File: src/rtl/rgb2ycbcr_csc_if.sv
// Video pixel path and shadow-register port of the colour-space converter.
// The slave modport is the converter side; the master modport is the source/host side.
interface rgb2ycbcr_csc_if #(
  parameter int DATA_W = 8,
  parameter int COEF_W = 18
);
  logic                  de_in;
  logic                  hsync_in;
  logic                  vsync_in;
  logic [3*DATA_W-1:0]   pixel_in;
  logic                  de_out;
  logic                  hsync_out;
  logic                  vsync_out;
  logic [3*DATA_W-1:0]   pixel_out;
  logic                  cfg_we;
  logic [3:0]            cfg_addr;
  logic [COEF_W-1:0]     cfg_data;
  logic                  cfg_pending;

  modport slave (
    input  de_in, hsync_in, vsync_in, pixel_in, cfg_we, cfg_addr, cfg_data,
    output de_out, hsync_out, vsync_out, pixel_out, cfg_pending
  );

  modport master (
    output de_in, hsync_in, vsync_in, pixel_in, cfg_we, cfg_addr, cfg_data,
    input  de_out, hsync_out, vsync_out, pixel_out, cfg_pending
  );
endinterface

File: src/rtl/rgb2ycbcr_csc.sv
// Programmable 3x3 RGB -> YCbCr converter with per-channel offset, rounding and clamping.
// Shadow coefficient bank is copied to the live bank only on a vsync rising edge.
module rgb2ycbcr_csc #(
  parameter int DATA_W = 8,
  parameter int COEF_W = 18,
  parameter int FRAC_W = 16
) (
  input  logic            clk,
  input  logic            rst,
  rgb2ycbcr_csc_if.slave  bus
);
  localparam int PIX_W  = 3 * DATA_W;
  localparam int OFS_W  = DATA_W + 2;
  localparam int PROD_W = DATA_W + 1 + COEF_W;
  localparam int ACC_W  = DATA_W + COEF_W + 3;
  localparam logic signed [ACC_W-1:0] RND     = ACC_W'(1) << (FRAC_W - 1);
  localparam logic signed [ACC_W-1:0] PIX_MAX = ACC_W'((1 << DATA_W) - 1);

  function automatic logic signed [COEF_W-1:0] dflt_coef(input int idx);
    case (idx)
      0: return COEF_W'(19595);
      1: return COEF_W'(38470);
      2: return COEF_W'(7471);
      3: return COEF_W'(-11059);
      4: return COEF_W'(-21709);
      5: return COEF_W'(32768);
      6: return COEF_W'(32768);
      7: return COEF_W'(-27439);
      8: return COEF_W'(-5329);
      default: return '0;
    endcase
  endfunction

  function automatic logic signed [OFS_W-1:0] dflt_ofs(input int ch);
    return (ch == 0) ? '0 : OFS_W'(128 << (DATA_W - 8));
  endfunction

  function automatic logic signed [ACC_W-1:0] round_acc(input logic signed [ACC_W-1:0] sum);
    return sum + RND;
  endfunction

  function automatic logic [DATA_W-1:0] sat_pix(input logic signed [ACC_W-1:0] acc);
    logic signed [ACC_W-1:0] sh;
    sh = acc >>> FRAC_W;
    if (sh < 0)            return '0;
    else if (sh > PIX_MAX) return '1;
    else                   return sh[DATA_W-1:0];
  endfunction

  logic signed [COEF_W-1:0] coef_sh  [9];
  logic signed [COEF_W-1:0] coef_act [9];
  logic signed [COEF_W-1:0] coef_nx  [9];
  logic signed [OFS_W-1:0]  ofs_sh   [3];
  logic signed [OFS_W-1:0]  ofs_act  [3];
  logic signed [OFS_W-1:0]  ofs_nx   [3];
  logic                     mode_sh, mode_act, mode_nx;
  logic                     vsync_prev, vsync_edge, cfg_hit, cfg_pending_r;

  assign vsync_edge = bus.vsync_in & ~vsync_prev;
  assign cfg_hit    = bus.cfg_we & (bus.cfg_addr <= 4'd12);

  // Shadow bank with the current write merged in, so an edge-cycle write is applied too.
  always_comb begin
    for (int i = 0; i < 9; i++) coef_nx[i] = coef_sh[i];
    for (int i = 0; i < 3; i++) ofs_nx[i]  = ofs_sh[i];
    mode_nx = mode_sh;
    if (cfg_hit) begin
      if (bus.cfg_addr <= 4'd8)
        coef_nx[bus.cfg_addr] = bus.cfg_data;
      else if (bus.cfg_addr <= 4'd11)
        ofs_nx[bus.cfg_addr - 4'd9] = bus.cfg_data[OFS_W-1:0];
      else
        mode_nx = bus.cfg_data[0];
    end
  end

  always_ff @(posedge clk) begin
    if (rst) begin
      for (int i = 0; i < 9; i++) begin
        coef_sh[i]  <= dflt_coef(i);
        coef_act[i] <= dflt_coef(i);
      end
      for (int i = 0; i < 3; i++) begin
        ofs_sh[i]  <= dflt_ofs(i);
        ofs_act[i] <= dflt_ofs(i);
      end
      mode_sh       <= 1'b1;
      mode_act      <= 1'b1;
      vsync_prev    <= 1'b0;
      cfg_pending_r <= 1'b0;
    end else begin
      coef_sh    <= coef_nx;
      ofs_sh     <= ofs_nx;
      mode_sh    <= mode_nx;
      vsync_prev <= bus.vsync_in;
      if (vsync_edge) begin
        coef_act      <= coef_nx;
        ofs_act       <= ofs_nx;
        mode_act      <= mode_nx;
        cfg_pending_r <= 1'b0;
      end else if (cfg_hit) begin
        cfg_pending_r <= 1'b1;
      end
    end
  end

  assign bus.cfg_pending = cfg_pending_r;

  logic [PIX_W-1:0]         pix_p1, pix_p2, pix_p3, pix_p4;
  logic [2:0]               sync_p1, sync_p2, sync_p3, sync_p4;
  logic                     mode_p1, mode_p2, mode_p3;
  logic signed [PROD_W-1:0] prod_p2 [9];
  logic signed [ACC_W-1:0]  acc_p3  [3];

  always_ff @(posedge clk) begin
    if (rst) begin
      pix_p1 <= '0; pix_p2 <= '0; pix_p3 <= '0; pix_p4 <= '0;
      sync_p1 <= '0; sync_p2 <= '0; sync_p3 <= '0; sync_p4 <= '0;
      mode_p1 <= 1'b0; mode_p2 <= 1'b0; mode_p3 <= 1'b0;
      for (int i = 0; i < 9; i++) prod_p2[i] <= '0;
      for (int i = 0; i < 3; i++) acc_p3[i]  <= '0;
    end else begin
      // S1: capture pixel, syncs and the live mode
      pix_p1  <= bus.pixel_in;
      sync_p1 <= {bus.de_in, bus.hsync_in, bus.vsync_in};
      mode_p1 <= mode_act;
      // S2: nine products, components zero-extended into signed operands
      for (int r = 0; r < 3; r++)
        for (int c = 0; c < 3; c++)
          prod_p2[3*r+c] <= PROD_W'($signed({1'b0, pix_p1[PIX_W-1-c*DATA_W -: DATA_W]}))
                            * PROD_W'(coef_act[3*r+c]);
      pix_p2  <= pix_p1;
      sync_p2 <= sync_p1;
      mode_p2 <= mode_p1;
      // S3: row sums plus offset and half-LSB rounding
      for (int r = 0; r < 3; r++)
        acc_p3[r] <= round_acc(ACC_W'(prod_p2[3*r]) + ACC_W'(prod_p2[3*r+1])
                               + ACC_W'(prod_p2[3*r+2]) + (ACC_W'(ofs_act[r]) <<< FRAC_W));
      pix_p3  <= pix_p2;
      sync_p3 <= sync_p2;
      mode_p3 <= mode_p2;
      // S4: scale back, clamp, or pass the original pixel in bypass
      for (int r = 0; r < 3; r++)
        pix_p4[PIX_W-1-r*DATA_W -: DATA_W] <= mode_p3 ? sat_pix(acc_p3[r])
                                                      : pix_p3[PIX_W-1-r*DATA_W -: DATA_W];
      sync_p4 <= sync_p3;
    end
  end

  assign bus.pixel_out = pix_p4;
  assign bus.de_out    = sync_p4[2];
  assign bus.hsync_out = sync_p4[1];
  assign bus.vsync_out = sync_p4[0];
endmodule

File: src/flat_wrapper.sv
// flat-port wrapper written by rule: the top's interface ports become plain ports
module rgb2ycbcr_csc_flat 
#(
  parameter int DATA_W = 8,
  parameter int COEF_W = 18,
  parameter int FRAC_W = 16
)
  (clk, rst, bus_de_in, bus_hsync_in, bus_vsync_in, bus_pixel_in, bus_cfg_we, bus_cfg_addr, bus_cfg_data, bus_de_out, bus_hsync_out, bus_vsync_out, bus_pixel_out, bus_cfg_pending);
  rgb2ycbcr_csc_if #(.DATA_W(DATA_W), .COEF_W(COEF_W)) bus_i ();
  input  logic clk;
  input  logic rst;
  input wire logic [$bits(bus_i.de_in)-1:0] bus_de_in;
  input wire logic [$bits(bus_i.hsync_in)-1:0] bus_hsync_in;
  input wire logic [$bits(bus_i.vsync_in)-1:0] bus_vsync_in;
  input wire logic [$bits(bus_i.pixel_in)-1:0] bus_pixel_in;
  input wire logic [$bits(bus_i.cfg_we)-1:0] bus_cfg_we;
  input wire logic [$bits(bus_i.cfg_addr)-1:0] bus_cfg_addr;
  input wire logic [$bits(bus_i.cfg_data)-1:0] bus_cfg_data;
  output wire logic [$bits(bus_i.de_out)-1:0] bus_de_out;
  output wire logic [$bits(bus_i.hsync_out)-1:0] bus_hsync_out;
  output wire logic [$bits(bus_i.vsync_out)-1:0] bus_vsync_out;
  output wire logic [$bits(bus_i.pixel_out)-1:0] bus_pixel_out;
  output wire logic [$bits(bus_i.cfg_pending)-1:0] bus_cfg_pending;
  assign bus_i.de_in = bus_de_in;
  assign bus_i.hsync_in = bus_hsync_in;
  assign bus_i.vsync_in = bus_vsync_in;
  assign bus_i.pixel_in = bus_pixel_in;
  assign bus_i.cfg_we = bus_cfg_we;
  assign bus_i.cfg_addr = bus_cfg_addr;
  assign bus_i.cfg_data = bus_cfg_data;
  assign bus_de_out = bus_i.de_out;
  assign bus_hsync_out = bus_i.hsync_out;
  assign bus_vsync_out = bus_i.vsync_out;
  assign bus_pixel_out = bus_i.pixel_out;
  assign bus_cfg_pending = bus_i.cfg_pending;
  rgb2ycbcr_csc #(.DATA_W(DATA_W), .COEF_W(COEF_W), .FRAC_W(FRAC_W)) u_core (.clk(clk), .rst(rst), .bus(bus_i));
endmodule
File: config.mk
export PLATFORM = sky130hd
export DESIGN_NAME = rgb2ycbcr_csc_flat
export DESIGN_NICKNAME = d
export VERILOG_FILES = /design/src/rtl/rgb2ycbcr_csc_if.sv /design/src/rtl/rgb2ycbcr_csc.sv /design/src/flat_wrapper.sv
export SDC_FILE = /design/constraint.sdc
export NUM_CORES = 2
export LEC_CHECK = 0
export BUFFER_PORTS_ARGS = -buffer_cell sky130_fd_sc_hd__buf_2
export CAP_MARGIN = 20
export CORE_ASPECT_RATIO = 0.9
export CORE_MARGIN = 2
export CORE_UTILIZATION = 30
export CTS_CLUSTER_SIZE = 24
export DETAILED_ROUTE_END_ITERATION = 10
export PLACE_DENSITY = 0.47
export SYNTH_ARGS = -nofsm -noshare
export SYNTH_HDL_FRONTEND = slang
export SYNTH_SLANG_ARGS = --single-unit
File: constraint.sdc
create_clock -name clk -period 9.7 [get_ports clk]
set_clock_uncertainty 0.15 [all_clocks]
set_input_delay 0 -clock clk [delete_from_list [all_inputs] [get_ports clk]]
set_output_delay 0 -clock clk [all_outputs]
set_load 0.05 [all_outputs]
=== Word level (Yosys, flattened, before mapping) ===
Memories as Yosys holds them, arrays and structs flattened.
Cells that the tools add are included.
Widths: inputs -> output; s select.

* Add/sub/neg operators: 13
* $mul: 9
* $lt $le $gt $ge: 13
* Multiplexer cells: 38
* Bitwise gates (word level): 17
* Reductions and logical operators: 3

{| class="wikitable"
|+ Operators with widths
! operator !! count
|-
| $mux 162 || 2
|-
| $mul 9x18->27 || 9
|-
| $mux 27 || 9
|-
| $bwmux 162 || 1
|-
| $mux 30 || 3
|-
| $add 28x27->29 || 3
|-
| $add 29x17->29 const B || 3
|-
| $add 29x26->29 || 3
|-
| $mux 29 || 3
|-
| $add 27x27->28 || 3
|-
| $demux 18 s4 || 1
|-
| $mux 8 || 9
|-
| $gt 13x9->1 const B || 3
|-
| $lt 13x1->1 const B || 3
|-
| $bwmux 30 || 1
|-
| $demux 10 s2 || 1
|-
| $mux 18 || 1
|-
| $le 4x4->1 const B || 3
|-
| $or 1x1->1 || 12
|-
| $lt 5x1->1 const B || 2
|-
| $mux 10 || 1
|-
| $not 4->5 || 2
|-
| $mux 1 || 6
|-
| $ge 5x3->1 const B || 1
|-
| 6 further kinds || 8
|}

* Flip-flop bits (word level): 499
* RAM bits: 330
* Input port bits: 52
* Output and inout port bits: 28
* Word-level logic and storage cells: 134
* Memories kept: 2

{| class="wikitable"
|+ Memories
! name !! depth !! bits a word !! rd ports !! clocked after memory_dff !! write ports !! RTL line !! source
|-
| u_core.prod_p2 || 9 || 27 || 9 || 0 || 9 || rgb2ycbcr_csc.sv:112 || <nowiki>logic signed [PROD_W-1:0] prod_p2 [9];</nowiki>
|-
| u_core.acc_p3 || 3 || 29 || 3 || 0 || 3 || rgb2ycbcr_csc.sv:113 || <nowiki>logic signed [ACC_W-1:0] acc_p3 [3];</nowiki>
|}

=== Depth between registers and ports, before layout ===
* Depth in word-level cells: 10
* Mapped depth: 22
* Gate-level depth less buffers: 20

=== Worst setup path after synthesis ===
No wires, ideal clock.

* Kind: register -> register
* Start: reg u_core.pix_p1[9]
* End: mem u_core.prod_p2[0][134] (netlist bit)
* Setup time: 0.122 ns
* Arrival time: 5.152 ns
* Required time: 9.428 ns
* Path slack: 4.276 ns
* Cell stages (with the launch flop): 21
* Path buffers: 2
* Clock period less this slack: 5.424 ns
* Cell sequence: dfxtp_1 -> clkbuf_1 -> clkbuf_1 -> nand2_1 -> fa_1 -> inv_1 -> fa_1 -> fa_1 -> inv_1 -> fa_1 -> inv_1 -> ha_1 -> or2_2 -> a21oi_1 -> a211oi_1 -> or4_1 -> a31oi_2 -> o21ai_0 -> a21oi_1 -> nor3b_1 -> a311o_1

{| class="wikitable"
|+ RTL lines
! element !! RTL line !! source
|-
| from (decl) || rgb2ycbcr_csc.sv:109 || <nowiki>logic [PIX_W-1:0] pix_p1, pix_p2, pix_p3, pix_p4;</nowiki>
|-
| from (signal assigned) || rgb2ycbcr_csc.sv:124 || <nowiki>pix_p1 <= bus.pixel_in;</nowiki>
|-
| to (decl) || rgb2ycbcr_csc.sv:112 ||
|}

==> summary.txt <==
Yosys
  • Area leader, netlist: fa_1
  • Post-synth EDFFs: 0
  • Count leader, synth: inv_1
  • Cells after Synth: 8154
  • Asr flop ratio synth: 0%
  • Synth cell types: 75
  • Yosys warnings: 0
  • Post-synth top area share: 30.69%
  • Syn_nets: 9952
  • Mapped cell area: 74360 µm²
  • #FFs+latches synth: 780
  • Ranking of synthesized cells by area: fa_1, dfxtp_1, ha_1
  • Synth cell count leaders: inv_1, fa_1, nand2_1
  • Main synth FF type: dfxtp_1
  • Avg Inst Size Synth: 9.120 µm²
  • Sequential share of the synthesized area: 21.00%

STA
  • Hold_ws: 0.03450 ns
  • Tmin final: 6.462 ns
  • Pins over their slew limit: 0
  • Setup_tns: 0 ns
  • Slew margin rel.: 19.50%
  • Setup violations, final: 0
  • Min setup slack post-route: 3.238 ns
  • Unrepaired setup endpoints after global routing: no
  • Worst Tran Pin Value: 1.174 ns
  • Period utilization: 66.62%
  • Hold Violations, Final: 0
  • Maximum clock rate: 154.7 MHz

Floorplan
  • I/O pin count: 80
  • Die Span X: 528.8 µm
  • Total die area: 251900 µm²
  • Starting density of the core: 30.14%
  • # rows: 173
  • Die Y: 476.3 µm
  • Core area: 246800 µm²

Cells and area
  • Multi-input gate area: 51680 µm²
  • Storage element area: 15650 µm²
  • Share of cells above drive strength 1: 4.584%
  • Area Overhead vs Synth: 10.93%
  • Cell area after layout: 82490 µm²
  • Nets: 9897
  • Number of fill cells: 25580

Drt
  • DR WL/cell: 18.43 µm
  • Vias/cell: 4.613
  • Vias: 52680
  • Final wirelength: 210.5 mm
  • Pre-antenna DRT Iters: 6
  • Routed Antenna Nets: 0
  • DRT iter0 DRCs: 2687
  • DRC viols: 0

Global route
  • Global-route wire length before repair: 332.6 mm
  • GRT Overall Usage: 16.97%
  • Initial antenna violation count: 15
  • Vias in the first global route: 56560
  • GR Overflow Total: 0
  • Largest net degree at the start of global routing: 176

Clocking
  • Clock buffer depth: 3
  • CTS tree: done
  • CTS buffer count: 97
  • Clock latency on the worst-skew pair: 0.74 ns
  • Clk root buf: clkbuf_16
  • Post-CTS setup buffers: 0
  • CTS sink count: 780
  • Clock transition at the registers of the reported paths: 0.06 ns
  • H-tree depth: 3

Place
  • IO buf count: 79
  • DP Worst Slack: 3.234 ns
  • Final HPWL DP: 158.2 mm
  • GP Congestion: 0.8343
  • DP Area: 77840 µm²

Power and ir drop
  • Power density over cell area: 196.5 nW/µm²
  • VDD IR max: 0.0001506 V
  • P_leak: 41.18 nW

Outcome
  • Outcome: complete, no violations

Worst setup path
  • CP arrival: 6.91 ns
  • Element type at the critical path end: flip-flop
  • Worst reg2reg startpoint: u_core.pix_p1[3]
  • Critical path's top delay family: adder cells
  • Reg-to-Reg End: u_core.prod_p2[0][237]
  • Most frequent CP cell: fa_1
  • Reg-to-reg slack, setup: 3.24 ns
  • CP Class: reg2reg
  • Startpoint types: flip-flop
  • WP buf/inv: 3
  • CP Cell Sequence: buf_4, and2_1, fa_1, fa_1, fa_1, inv_1, fa_1, inv_1, ha_1, a21o_1, a21oi_1, o21bai_1, a21o_1, a211oi_1, a21oi_1, o31ai_1, xor2_1, nor2_1
  • Reg2reg path depth: 18
  • Crit-path max cell delay: 1.05 ns
  • Slowest-stage cell, CP: dfxtp_2
  • WP data required: 10.15 ns
  • Critical Path Fanout Max: 37

Hold path
  • Worst hold path cell count: 3
  • Worst Hold End: u_core.pix_p1[16]
  • Worst hold path type: in2reg
  • Worst hold start: bus_pixel_in[16]

Job
  • # Max-Cap Violations: 0
logic make-up (layout without fill, tap and decap cells):
kind of cell / count (synthesis) / in the layout / synth area share, %
adders and majority gates: 1746 / 1746 / 40.89
and+or+nand+nor: 2541 / 2541 / 16.63
AOI/OAI and AO/OA: 884 / 884 / 8.184
DFF: 780 / 780 / 21.00
muxes: 77 / 77 / 1.047
buffers and inverters: 1900 / 1927 / 9.599
other: 0 / 2 / 0
xor gates and xnor gates: 226 / 226 / 2.662
cells in the final DEF, fill, tap and decap left out, types with 17 or more instances in the layout:
cell type | Yosys | final
o21a_1 | 21 | 21
and2_1 | 731 | 731
a21o_1 | 96 | 96
nand2b_1 | 28 | 27
clkinv_2 | 0 | 19
dfxtp_1 | 780 | 755
nor3_1 | 55 | 52
buf_2 | 5 | 78
nor2b_1 | 155 | 154
nand2_1 | 966 | 965
nand4_1 | 20 | 20
inv_1 | 1515 | 1515
dlygate4sd3_1 | 0 | 101
a211oi_1 | 31 | 31
o22a_1 | 122 | 122
nor2_1 | 398 | 393
ha_1 | 606 | 606
xor2_1 | 75 | 75
a22o_1 | 73 | 73
and3_1 | 27 | 27
a31oi_1 | 24 | 24
buf_4 | 0 | 45
fa_1 | 1140 | 1140
dfxtp_2 | 0 | 25
a21oi_1 | 276 | 276
o211ai_1 | 24 | 24
o21bai_1 | 41 | 41
o21ai_0 | 89 | 89
xnor2_1 | 151 | 151
clkbuf_16 | 0 | 97
nand3_1 | 94 | 94
or2_2 | 17 | 17
mux2i_1 | 71 | 71
worst max path at each step:
stage / depth (start not counted) / start / slack, ns / to
after floorplan: 20 / u_core.pix_p1[9] / 4.28 / u_core.prod_p2[0][134]
final: 18 / u_core.pix_p1[3] / 3.24 / u_core.prod_p2[0][237]
after global placement: 19 / u_core.pix_p1[0] / 3.32 / u_core.prod_p2[0][237]
after global routing: 19 / u_core.pix_p1[9] / 2.92 / u_core.prod_p2[0][134]
after CTS: 18 / u_core.pix_p1[3] / 3.22 / u_core.prod_p2[0][237]
after detailed placement: 18 / u_core.pix_p1[3] / 3.23 / u_core.prod_p2[0][237]
layout make-up:
cell class                      instances  share of cell area, %
Clock inverter                         60                  1.092
Timing Repair Buffer                  230                  2.275
Sequential cell                       780                  18.97
Inverter                             1516                  6.901
Tap cell                             3237                  4.910
Antenna cell                            2               0.006067
Multi-Input combinational cell       5474                  62.65
Clock buffer                          121                  3.197
state kept, by name, indices dropped and copies added (netlist names), 24 cells and up:
name / cells
u_core.pix_p1: 24
u_core.pix_p2: 24
u_core.coef_act: 162
u_core.pix_p3: 24
u_core.ofs_sh: 30
u_core.ofs_act: 30
u_core.prod_p2: 243
u_core.bus.pixel_out: 24
u_core.acc_p3: 39
u_core.coef_sh: 162
tightest hold or removal path, delay by kind of cell:
kind          cells  cell delay [ns]
buf+inv           2             0.67
simple gates      1             0.17
through the flow:
step	total power [mW]	utilization [%]	instances
final	16.21	33.43	11420
after global routing	17.73	33.43	11420
after CTS	16.47	33.39	11410
after detailed placement	12.38	31.54	11130
after global placement	12.29	31.54	11130
after floorplan	10.12	-	8154
layer usage:
metal | vias to the layer above | part of all wire, % | track usage (%)
li1 | 24950 | - | -
met1 | 26650 | 45 | 22.06
met2 | 818 | 48 | 29.20
met3 | 258 | 3.1 | 1.844
met4 | 2 | 3.5 | 5.615
met5 | - | 0.0067 | 0
power by group:
part           internal, mW  leakage (nW)  total, mW  switching, mW
registers              3.69          6.42       4.20          0.503
clock network          2.38          1.71       3.97           1.59
logic                  3.38          33.1       8.04           4.66
timing repair:
item	4_1_cts	5_1_grt
hold buffers	101	0
resized for setup	0	0
endpoints found under the hold margin	495	0
(Power assumes the default switching activity.)
